### config.mk
export PLATFORM = sky130hd
export DESIGN_NAME = credit_bid_arbiter
export DESIGN_NICKNAME = d
export VERILOG_FILES = /design/src/rtl/credit_arb_pkg.sv /design/src/rtl/credit_bank.sv /design/src/rtl/credit_bid_arbiter.sv
export SDC_FILE = /design/constraint.sdc
export NUM_CORES = 1
export LEC_CHECK = 0
export ABC_AREA = 1
export BUFFER_PORTS_ARGS = -buffer_cell sky130_fd_sc_hd__clkbuf_2
export CORE_MARGIN = 2
export CORE_UTILIZATION = 60
export DETAILED_ROUTE_END_ITERATION = 8
export GPL_TIMING_DRIVEN = 0
export PLACE_DENSITY = 0.79
export SLEW_MARGIN = 5
export SYNTH_ARGS = -nofsm -noshare
export SYNTH_HDL_FRONTEND = slang
export SYNTH_HIERARCHICAL = 1
export SYNTH_SLANG_ARGS = --single-unit
### constraint.sdc
create_clock -name clk -period 17.15 [get_ports clk]
set_input_delay 3.43 -clock clk [delete_from_list [all_inputs] [get_ports clk]]
set_output_delay 3.43 -clock clk [all_outputs]
set_load 0.03 [all_outputs]
### src/rtl/credit_arb_pkg.sv
// Shared types and helpers for the credit bidding arbiter.
package credit_arb_pkg;

  typedef enum logic {
    IDLE  = 1'b0,
    GRANT = 1'b1
  } state_t;

  // Rotating first-set scan over the low n bits of vec, starting at index start.
  // Returns {found, index}.
  function automatic logic [4:0] rot_first(input logic [15:0] vec,
                                           input int unsigned start,
                                           input int unsigned n);
    logic [4:0]  res;
    int unsigned idx;
    res = '0;
    for (int unsigned k = 0; k < 16; k++) begin
      idx = (start + k) % n;
      if (k < n && !res[4] && vec[idx[3:0]]) res = {1'b1, idx[3:0]};
    end
    return res;
  endfunction

endpackage

### src/rtl/credit_bank.sv
// Per-requester credit balance: deduct with floor 0, then saturating refill.
module credit_bank #(
  parameter int unsigned BID_W      = 4,
  parameter int unsigned BAL_W      = 10,
  parameter int unsigned INIT_BAL   = 64,
  parameter int unsigned REFILL_AMT = 1
) (
  input  logic             clk,
  input  logic             rst,
  input  logic             deduct_en,
  input  logic [BID_W-1:0] deduct_amt,
  input  logic             refill_tick,
  output logic [BAL_W-1:0] balance
);

  localparam int unsigned SUM_W = BAL_W + 1;
  localparam logic [SUM_W-1:0] BAL_MAX = SUM_W'((2 ** BAL_W) - 1);

  logic [BAL_W-1:0] amt;
  logic [BAL_W-1:0] after_ded;
  logic [BAL_W-1:0] bal_d;
  logic [SUM_W-1:0] sum;

  always_comb begin
    amt       = BAL_W'(deduct_amt);
    after_ded = balance;
    if (deduct_en) after_ded = (amt >= balance) ? '0 : balance - amt;
    sum   = {1'b0, after_ded} + SUM_W'(REFILL_AMT);
    bal_d = after_ded;
    if (refill_tick) bal_d = (sum > BAL_MAX) ? BAL_MAX[BAL_W-1:0] : sum[BAL_W-1:0];
  end

  always_ff @(posedge clk) begin
    if (rst) balance <= BAL_W'(INIT_BAL);
    else     balance <= bal_d;
  end

endmodule

### src/rtl/credit_bid_arbiter.sv
// N-requester credit bidding arbiter with starvation override, round-robin
// tie-break and a registered one-hot grant held until done.
module credit_bid_arbiter
  import credit_arb_pkg::*;
#(
  parameter int unsigned N             = 4,
  parameter int unsigned BID_W         = 4,
  parameter int unsigned BAL_W         = 10,
  parameter int unsigned INIT_BAL      = 64,
  parameter int unsigned REFILL_AMT    = 1,
  parameter int unsigned REFILL_PERIOD = 16,
  parameter int unsigned STARVE_TH     = 32,
  parameter int unsigned CNT_W         = 6
) (
  input  logic                   clk,
  input  logic                   rst,
  input  logic [N*BID_W-1:0]     bid,
  input  logic                   done,
  output logic [N-1:0]           grant,
  output logic [$clog2(N)-1:0]   grant_idx,
  output logic [N*BAL_W-1:0]     balance
);

  localparam int unsigned IDX_W = $clog2(N);
  localparam int unsigned RP_W  = $clog2(REFILL_PERIOD + 1);

  state_t             state_q, state_d;
  logic [N-1:0]       grant_d;
  logic [IDX_W-1:0]   grant_idx_d;
  logic [IDX_W-1:0]   rr_q, rr_d;
  logic [N-1:0]       deduct_en;

  logic [BID_W-1:0]   bid_a  [N];
  logic [BAL_W-1:0]   bal_a  [N];
  logic [CNT_W-1:0]   wait_q [N];

  logic [RP_W-1:0]    refill_cnt;
  logic               refill_tick;

  logic [N-1:0]       bid_v, starved, eligible, top_mask;
  logic [BID_W-1:0]   max_bid;
  int unsigned        start;
  logic [4:0]         pick;
  logic               win_found;
  logic [IDX_W-1:0]   win_idx;

  for (genvar gi = 0; gi < N; gi++) begin : g_req
    assign bid_a[gi] = bid[gi*BID_W +: BID_W];
    assign balance[gi*BAL_W +: BAL_W] = bal_a[gi];

    credit_bank #(
      .BID_W     (BID_W),
      .BAL_W     (BAL_W),
      .INIT_BAL  (INIT_BAL),
      .REFILL_AMT(REFILL_AMT)
    ) u_bank (
      .clk        (clk),
      .rst        (rst),
      .deduct_en  (deduct_en[gi]),
      .deduct_amt (bid_a[gi]),
      .refill_tick(refill_tick),
      .balance    (bal_a[gi])
    );
  end

  // Winner selection: starved, then sole bidder, then highest eligible bid.
  always_comb begin
    bid_v    = '0;
    starved  = '0;
    eligible = '0;
    top_mask = '0;
    max_bid  = '0;
    for (int unsigned i = 0; i < N; i++) begin
      bid_v[i]    = (bid_a[i] != '0);
      starved[i]  = bid_v[i] && (32'(wait_q[i]) >= STARVE_TH);
      eligible[i] = bid_v[i] && (32'(bal_a[i]) >= 32'(bid_a[i]));
      if (eligible[i] && bid_a[i] > max_bid) max_bid = bid_a[i];
    end
    for (int unsigned i = 0; i < N; i++) begin
      top_mask[i] = eligible[i] && (bid_a[i] == max_bid);
    end
    start = (32'(rr_q) + 32'd1) % N;
    if (|starved)                    pick = rot_first(16'(starved), start, N);
    else if ($countones(bid_v) == 1) pick = rot_first(16'(bid_v), start, N);
    else if (|eligible)              pick = rot_first(16'(top_mask), start, N);
    else                             pick = '0;
    win_found = pick[4];
    win_idx   = IDX_W'(pick[3:0]);
  end

  // Next-state and registered-output decode.
  always_comb begin
    state_d     = state_q;
    grant_d     = grant;
    grant_idx_d = grant_idx;
    rr_d        = rr_q;
    deduct_en   = '0;
    case (state_q)
      IDLE: begin
        grant_d = '0;
        if (win_found) begin
          state_d     = GRANT;
          grant_d     = N'(1) << win_idx;
          grant_idx_d = win_idx;
          rr_d        = win_idx;
          deduct_en   = N'(1) << win_idx;
        end
      end
      GRANT: begin
        if (done) begin
          state_d = IDLE;
          grant_d = '0;
        end
      end
      default: state_d = IDLE;
    endcase
  end

  always_ff @(posedge clk) begin
    if (rst) begin
      state_q   <= IDLE;
      grant     <= '0;
      grant_idx <= '0;
      rr_q      <= IDX_W'(N - 1);
    end else begin
      state_q   <= state_d;
      grant     <= grant_d;
      grant_idx <= grant_idx_d;
      rr_q      <= rr_d;
    end
  end

  // Wait counters: count while bidding and not holding the grant.
  always_ff @(posedge clk) begin
    for (int unsigned i = 0; i < N; i++) begin
      if (rst || !bid_v[i] || grant[i]) wait_q[i] <= '0;
      else if (wait_q[i] != '1)         wait_q[i] <= wait_q[i] + CNT_W'(1);
    end
  end

  assign refill_tick = (refill_cnt == RP_W'(REFILL_PERIOD - 1));

  always_ff @(posedge clk) begin
    if (rst || refill_tick) refill_cnt <= '0;
    else                    refill_cnt <= refill_cnt + RP_W'(1);
  end

endmodule

==> results of run 1 <==
[layer usage]
metal / part of all wire [%] / routed length, um
met1: 46 / 10900
met2: 47 / 11300
met3: 4.8 / 1140
met4: 2.4 / 576
met5: 0 / 0
[worst max-delay path: cells and delay by family]
kind,cells,cell delay (ns)
fa+ha+maj,5,1.40
compound gates,6,1.08
simple gates,44,4.45
buf+inv,12,1.29
[final timing paths]
| check | from | cells after the start | to | slack (ns) |
|---|---|---|---|---|
| setup / recovery | bid[3] | 67 | g_req[2].u_bank/balance[0]$_SDFF_PP0_ | 5.76 |
| hold / removal | refill_cnt[0]$_SDFF_PP0_ | 1 | refill_cnt[0]$_SDFF_PP0_ | 0.45 |
| setup reg to reg | g_req[0].u_bank/balance[0]$_SDFF_PP0_ | 68 | g_req[2].u_bank/balance[0]$_SDFF_PP0_ | 8.66 |
| hold reg to reg | refill_cnt[0]$_SDFF_PP0_ | 1 | refill_cnt[0]$_SDFF_PP0_ | 0.45 |
[registers in the layout, indices dropped and copies added, names as in the netlist]
signal	count
grant	4
g_req.u_bank/balance	40
refill_cnt	5
grant_idx	2
rr_q	2
wait_q	24
state_q	1
[logic make-up after synthesis]
logic type,Yosys count,share of synthesized area (%)
compound gates,158,9.11
simple gates,900,49.6
buf+inv,322,12.7
xor+xnor,9,1.11
flops,78,18.4
fa+ha+maj,69,9.18
[power by group through the flow]
stage	registers [uW]	logic [uW]	clock network (uW)
2_1_floorplan	306	1120	0
3_3_place_gp	270	1380	0
3_5_place_dp	271	1410	0
4_1_cts	267	1420	198
5_1_grt	272	1600	205
6_report	268	1430	193
[through the flow]
step	utilization, %	cell area (um^2)	total power (uW)
after floorplan	-	9820	1430
after global placement	65.3	10400	1660
after detailed placement	65.3	10400	1680
after CTS	67.1	10700	1890
after global routing	67.1	10700	2080
final	67.1	10700	1890
[area by class of cell]
cell class,count,share of cell area (%)
multi-input combinational,1136,63.3
sequential,78,16.8
inverter,303,10.7
timing repair buffer,64,3.00
tap,216,2.53
clock buffer,9,2.11
buffer,19,0.901
clock inverter,7,0.573
[cell usage in the layout (no fill, tap or decap), drive strengths merged, types with 24 or more instances in the layout]
master	count
inv	303
nand4	36
dfxtp	54
o21ai	52
edfxtp	24
ha	64
nor2	197
nand2	434
a21oi	91
nand3	208
clkbuf	82
==> run_results.csv, run 1 <==
group,metric,value,unit
floorplan,num_rows,46,
global_routing,met2_usage,47.6,%
logic_synthesis,synth_area_leaders,"nand2_1, dfxtp_1, inv_1, ha_1, nand3_1",
logic_synthesis,ys_seq_area_share,18.4,%
run_status,status,"complete, no violations",
clock_network,cts.reportedPaths.clkPinSlew,0.07,ns
drt,vias,9759,
clock_network,cts_inserted_buffers,9,
setup_path,critPathCaptureType,"flip-flop",
floorplan,die_area,0.0174,mm^2
timing,fin_hold_ws,0.450,ns
timing,rsz0062_at_grt,"no",
final_layout,multi_input_area,0.00677,mm^2
floorplan,core,0.0159,mm^2
global_routing,grt_max_degree,30,
clock_network,clock_path_buffers,2,
logic_synthesis,synth_cell_types,46,
drt,drc,0,
clock_network,clock-sinks,78,
power_and_ir_drop,irDropWorstVdd,107,uV
global_routing,antenna_found_initial,0,
power_and_ir_drop,p_sw_share,59.0,%
place,dp_hpwl,19.0,mm
floorplan,die_h,132,um
logic_synthesis,yosysTopAreaCell,"nand2_1",
drt,wl_per_cell,13.1,um
timing,period_share,66.4,%
global_routing,grt_usage,27.7,%
clock_network,ctsHtreeMaxLevel,3,
clock_network,cts_resized,0,
setup_path,path_class,"input port to flip-flop",
global_routing,grt_first_pass_wirelength,40.7,mm
drt,drtAntennaViolNets,0,
global_routing,gr-max-usage-layer,"met2",
final_layout,n_fill_cell,1486,
timing,final_hold_viol_count,0,
power_and_ir_drop,power_frac_clock,10.2,%
final_layout,fin_nets,1699,
logic_synthesis,syn_area,0.00982,mm^2
logic_synthesis,syn_nets,1624,
setup_path,cp_max_fo,10,
global_routing,use_met3,3.84,%
timing,tns,0,ns
place,globalplace.congestion,0.906,
power_and_ir_drop,power.density,177,mW/mm^2
logic_synthesis,synth_top_area_share,12.5,%
clock_network,postCtsSetupRepairBufs,0,
timing,slew_headroom,18.9,%
logic_synthesis,syn_inst,1536,
power_and_ir_drop,seqPwrFrac,14.1,%
logic_synthesis,synth_edf_count,24,
timing,setup_viol,0,
clock_network,cts_tree,"yes",
final_layout,seq_area,0.00180,mm^2
drt,first_pass_iters,5,
timing,final.setup_skew,0.0183,ns
global_routing,grt_util_met1,35.8,%
floorplan,die_w,132,um
global_routing,gr-total-overflow,0,
logic_synthesis,synth-async-reset-ratio,0,%
setup_path,cpPeakStageDelay,0.31,ns
drt,drt_iter0_drc,699,
job,drv_cap,0,
place,io_buffers,64,
place,place_ws,5.54,ns
logic_synthesis,ys_ff_latch,78,
logic_synthesis,yosys-top-cells-count,"nand2_1, inv_1, nor2_1",
power_and_ir_drop,p_comb_share,75.7,%
worst_hold_path,hp-class,"flip-flop to flip-flop",
final_layout,antenna_cells,0,
clock_network,cts-root-buf,"clkbuf_16",
setup_path,arrival,11.69,ns
final_layout,syn_to_final_growth,8.93,%
setup_path,required,17.45,ns
power_and_ir_drop,power.internal,776,uW
logic_synthesis,synth.most_common_cell,"nand2_1",
clock_network,insertion_delay,0.36,ns
final_layout,final_cells,1832,
power_and_ir_drop,switchingPower,1120,uW
drt,wl,23.9,mm
global_routing,grt_pass1_vias,8927,
logic_synthesis,synth_area_per_cell,6.39,um^2
power_and_ir_drop,power_leakage,0.00556,uW
final_layout,drive_above_1_share,22.4,%
setup_path,start_kind,"input port",
timing,fmax,87.8,MHz
drt,viasPerCell,5.33,
setup_path,crit_top_cell,"nand2_1",
place,placed_cells,1816,
timing,period_minus_slack,11.39,ns
timing,finalMaxSlewViolations,0,
logic_synthesis,yosysWarnings,6,
floorplan,initial_core_util,61.6,%
clock_network,holdBufCountCts,0,
timing,fin_ws,5.76,ns
floorplan,io_pins,65,
setup_path,crit_slowest_cell,"ha_1",
timing,tightest_slew,1.22,ns
logic_synthesis,ys.flop_type,"dfxtp_1",
(Power assumes the default switching activity.)
==> inputs of run 2 (changes only) <==
--- a/config.mk
+++ b/config.mk
@@ -8,7 +8,7 @@
 export ABC_AREA = 1
 export BUFFER_PORTS_ARGS = -buffer_cell sky130_fd_sc_hd__clkbuf_2
 export CORE_MARGIN = 2
-export CORE_UTILIZATION = 60
+export CORE_UTILIZATION = 57
 export DETAILED_ROUTE_END_ITERATION = 8
 export GPL_TIMING_DRIVEN = 0
 export PLACE_DENSITY = 0.79
==> constraint.sdc (replaced) <==
create_clock -name clk -period 9.15 [get_ports clk]
set_input_delay 1.83 -clock clk [delete_from_list [all_inputs] [get_ports clk]]
set_output_delay 1.83 -clock clk [all_outputs]
set_load 0.03 [all_outputs]
==> run 2 against run 1 <==
Net effect:
- first-iteration DRC count grew 28%
- clock power grew 87%
- final area grew 13%
- power grew 130%
- via count grew 8.5%
- register-to-register slack lost 7.5 ns
- setup slack lost 5.7 ns
- critical path type unchanged
- final cell count grew 3.1%
- non-clock buffer count grew 49
- hold slack gained 0.0017 ns
==> run_results.csv, run 2 (synthesis gave the netlist of run 1 again) <==
group,metric,value,unit
timing,slew_headroom,14.9,%
setup_path,critPathCaptureType,"flip-flop",
drt,drtAntennaViolNets,0,
final_layout,n_fill_cell,1314,
drt,wl,28.4,mm
global_routing,grt_first_pass_wirelength,41.7,mm
place,io_buffers,64,
final_layout,final_common_cell,"nand2_1",
final_layout,top_register,"g_req.u_bank/balance",
floorplan,num_rows,47,
timing,rsz0062_at_grt,"yes",
setup_path,reg2regPathDepth,69,
global_routing,antenna_found_initial,0,
clock_network,clock-sinks,78,
drt,drt_iter0_drc,895,
place,dp_hpwl,19.4,mm
final_layout,final_cell_mix,"nand2_1, inv_1, nor2_1, nand3_1, nand2_2",
global_routing,gr-total-overflow,0,
drt,wl_per_cell,15.0,um
timing,final.setup_skew,0.0101,ns
drt,first_pass_iters,7,
timing,fmax,110,MHz
worst_hold_path,hp-class,"flip-flop to flip-flop",
clock_network,cts.reportedPaths.clkPinSlew,0.07,ns
timing,tightest_slew,1.28,ns
floorplan,io_pins,65,
setup_path,required,9.45,ns
run_status,status,"complete, no violations",
global_routing,grt_max_degree,30,
clock_network,cts-root-buf,"clkbuf_16",
timing,final_hold_viol_count,0,
final_layout,antenna_cells,0,
timing,finalMaxSlewViolations,0,
final_layout,top_regs,"g_req.u_bank/balance (40), wait_q (24), refill_cnt (5)",
floorplan,initial_core_util,58.8,%
timing,period_share,99.5,%
final_layout,fin_nets,1752,
drt,vias,10589,
final_layout,syn_to_final_growth,22.9,%
timing,setup_viol,0,
place,place_area,0.0104,mm^2
final_layout,final_area,0.0121,mm^2
drt,drc,0,
clock_network,insertion_delay,0.36,ns
floorplan,core,0.0167,mm^2
clock_network,ctsHtreeMaxLevel,3,
global_routing,grt_usage,27.7,%
job,drv_cap,0,
final_layout,largest_reg_flops,40,
final_layout,drive_above_1_share,32.8,%
clock_network,cts_inserted_buffers,9,
worst_hold_path,holdPathStages,1,
floorplan,die_h,135,um
drt,viasPerCell,5.61,
setup_path,path_class,"input port to flip-flop",
setup_path,crit_top_cell,"nand2_2",
clock_network,cts_tree,"yes",
final_layout,fin_util,72.2,%
setup_path,cp_max_fo,8,
setup_path,crit_slowest_cell,"ha_1",
power_and_ir_drop,finalPower,4440,uW
setup_path,cpPeakStageDelay,0.30,ns
power_and_ir_drop,power.density,368,mW/mm^2
floorplan,die_w,135,um
global_routing,grt_pass1_vias,9365,
floorplan,die_area,0.0183,mm^2
setup_path,arrival,9.41,ns
clock_network,clock_path_buffers,2,
place,globalplace.congestion,0.937,
power_and_ir_drop,power_leakage,0.00598,uW
timing,period_minus_slack,9.11,ns
power_and_ir_drop,irDropWorstVdd,244,uV
setup_path,start_kind,"input port",
## run 2: final timing paths
check	slack, ns	to	start
min	0.45	refill_cnt[0]$_SDFF_PP0_	refill_cnt[0]$_SDFF_PP0_
min reg2reg	0.45	refill_cnt[0]$_SDFF_PP0_	refill_cnt[0]$_SDFF_PP0_
max	0.04	g_req[2].u_bank/balance[1]$_SDFF_PP0_	bid[2]
max reg2reg	1.12	g_req[2].u_bank/balance[1]$_SDFF_PP0_	g_req[0].u_bank/balance[0]$_SDFF_PP0_
## run 2: metal layers
metal / up-vias / wire length [um] / track usage, %
li1: 5177 / - / -
met4: 0 / 1160 / 12.1
met2: 423 / 14200 / 48.3
met1: 4872 / 11400 / 34.5
met3: 117 / 1660 / 3.18
met5: - / 0 / 0
## run 2: worst max-delay path: cells and delay by family
| family | cells | cell delay (ns) |
|---|---|---|
| simple gates | 41 | 3.95 |
| buf+inv | 14 | 1.28 |
| compound gates | 8 | 1.18 |
| fa+ha+maj | 5 | 1.17 |
## run 2: repair_timing
item | in CTS | in global routing
endpoints found under the setup margin | 40 | 40
cloned | 1 | 3
pin swaps | 16 | 105
resized for setup | 26 | 208
setup buffers | 10 | 40
hold buffers | 0 | 0
hold endpoints to repair | 0 | 0
## run 2: where the power goes
group	internal [uW]	switching, uW
Clock	190	171
Combinational	1260	2320
Sequential	426	77.7
Total	1880	2560
## run 2: through the flow
| step | hold WS (ns) | instances | setup TNS [ns] | setup slack (ns) |
|---|---|---|---|---|
| 2_1_floorplan | 0.418 | 1536 | 0 | 0.603 |
| 3_3_place_gp | 0.431 | 1820 | -23.87 | -0.686 |
| 3_5_place_dp | 0.441 | 1820 | -26.73 | -0.757 |
| 4_1_cts | 0.452 | 1847 | 0 | 0.0154 |
| 5_1_grt | 0.486 | 1889 | -11.60 | -0.406 |
| 6_report | 0.452 | 1889 | 0 | 0.0430 |
## run 2: final cells by class
cell class / count / area [um^2] / share of cell area (%)
inverter: 303 / 1200 / 9.93
clock buffer: 9 / 225 / 1.87
buffer: 18 / 111 / 0.923
tap: 220 / 275 / 2.28
sequential: 78 / 1800 / 14.9
timing repair buffer: 114 / 781 / 6.47
multi-input combinational: 1140 / 7610 / 63.1
clock inverter: 7 / 61.3 / 0.508
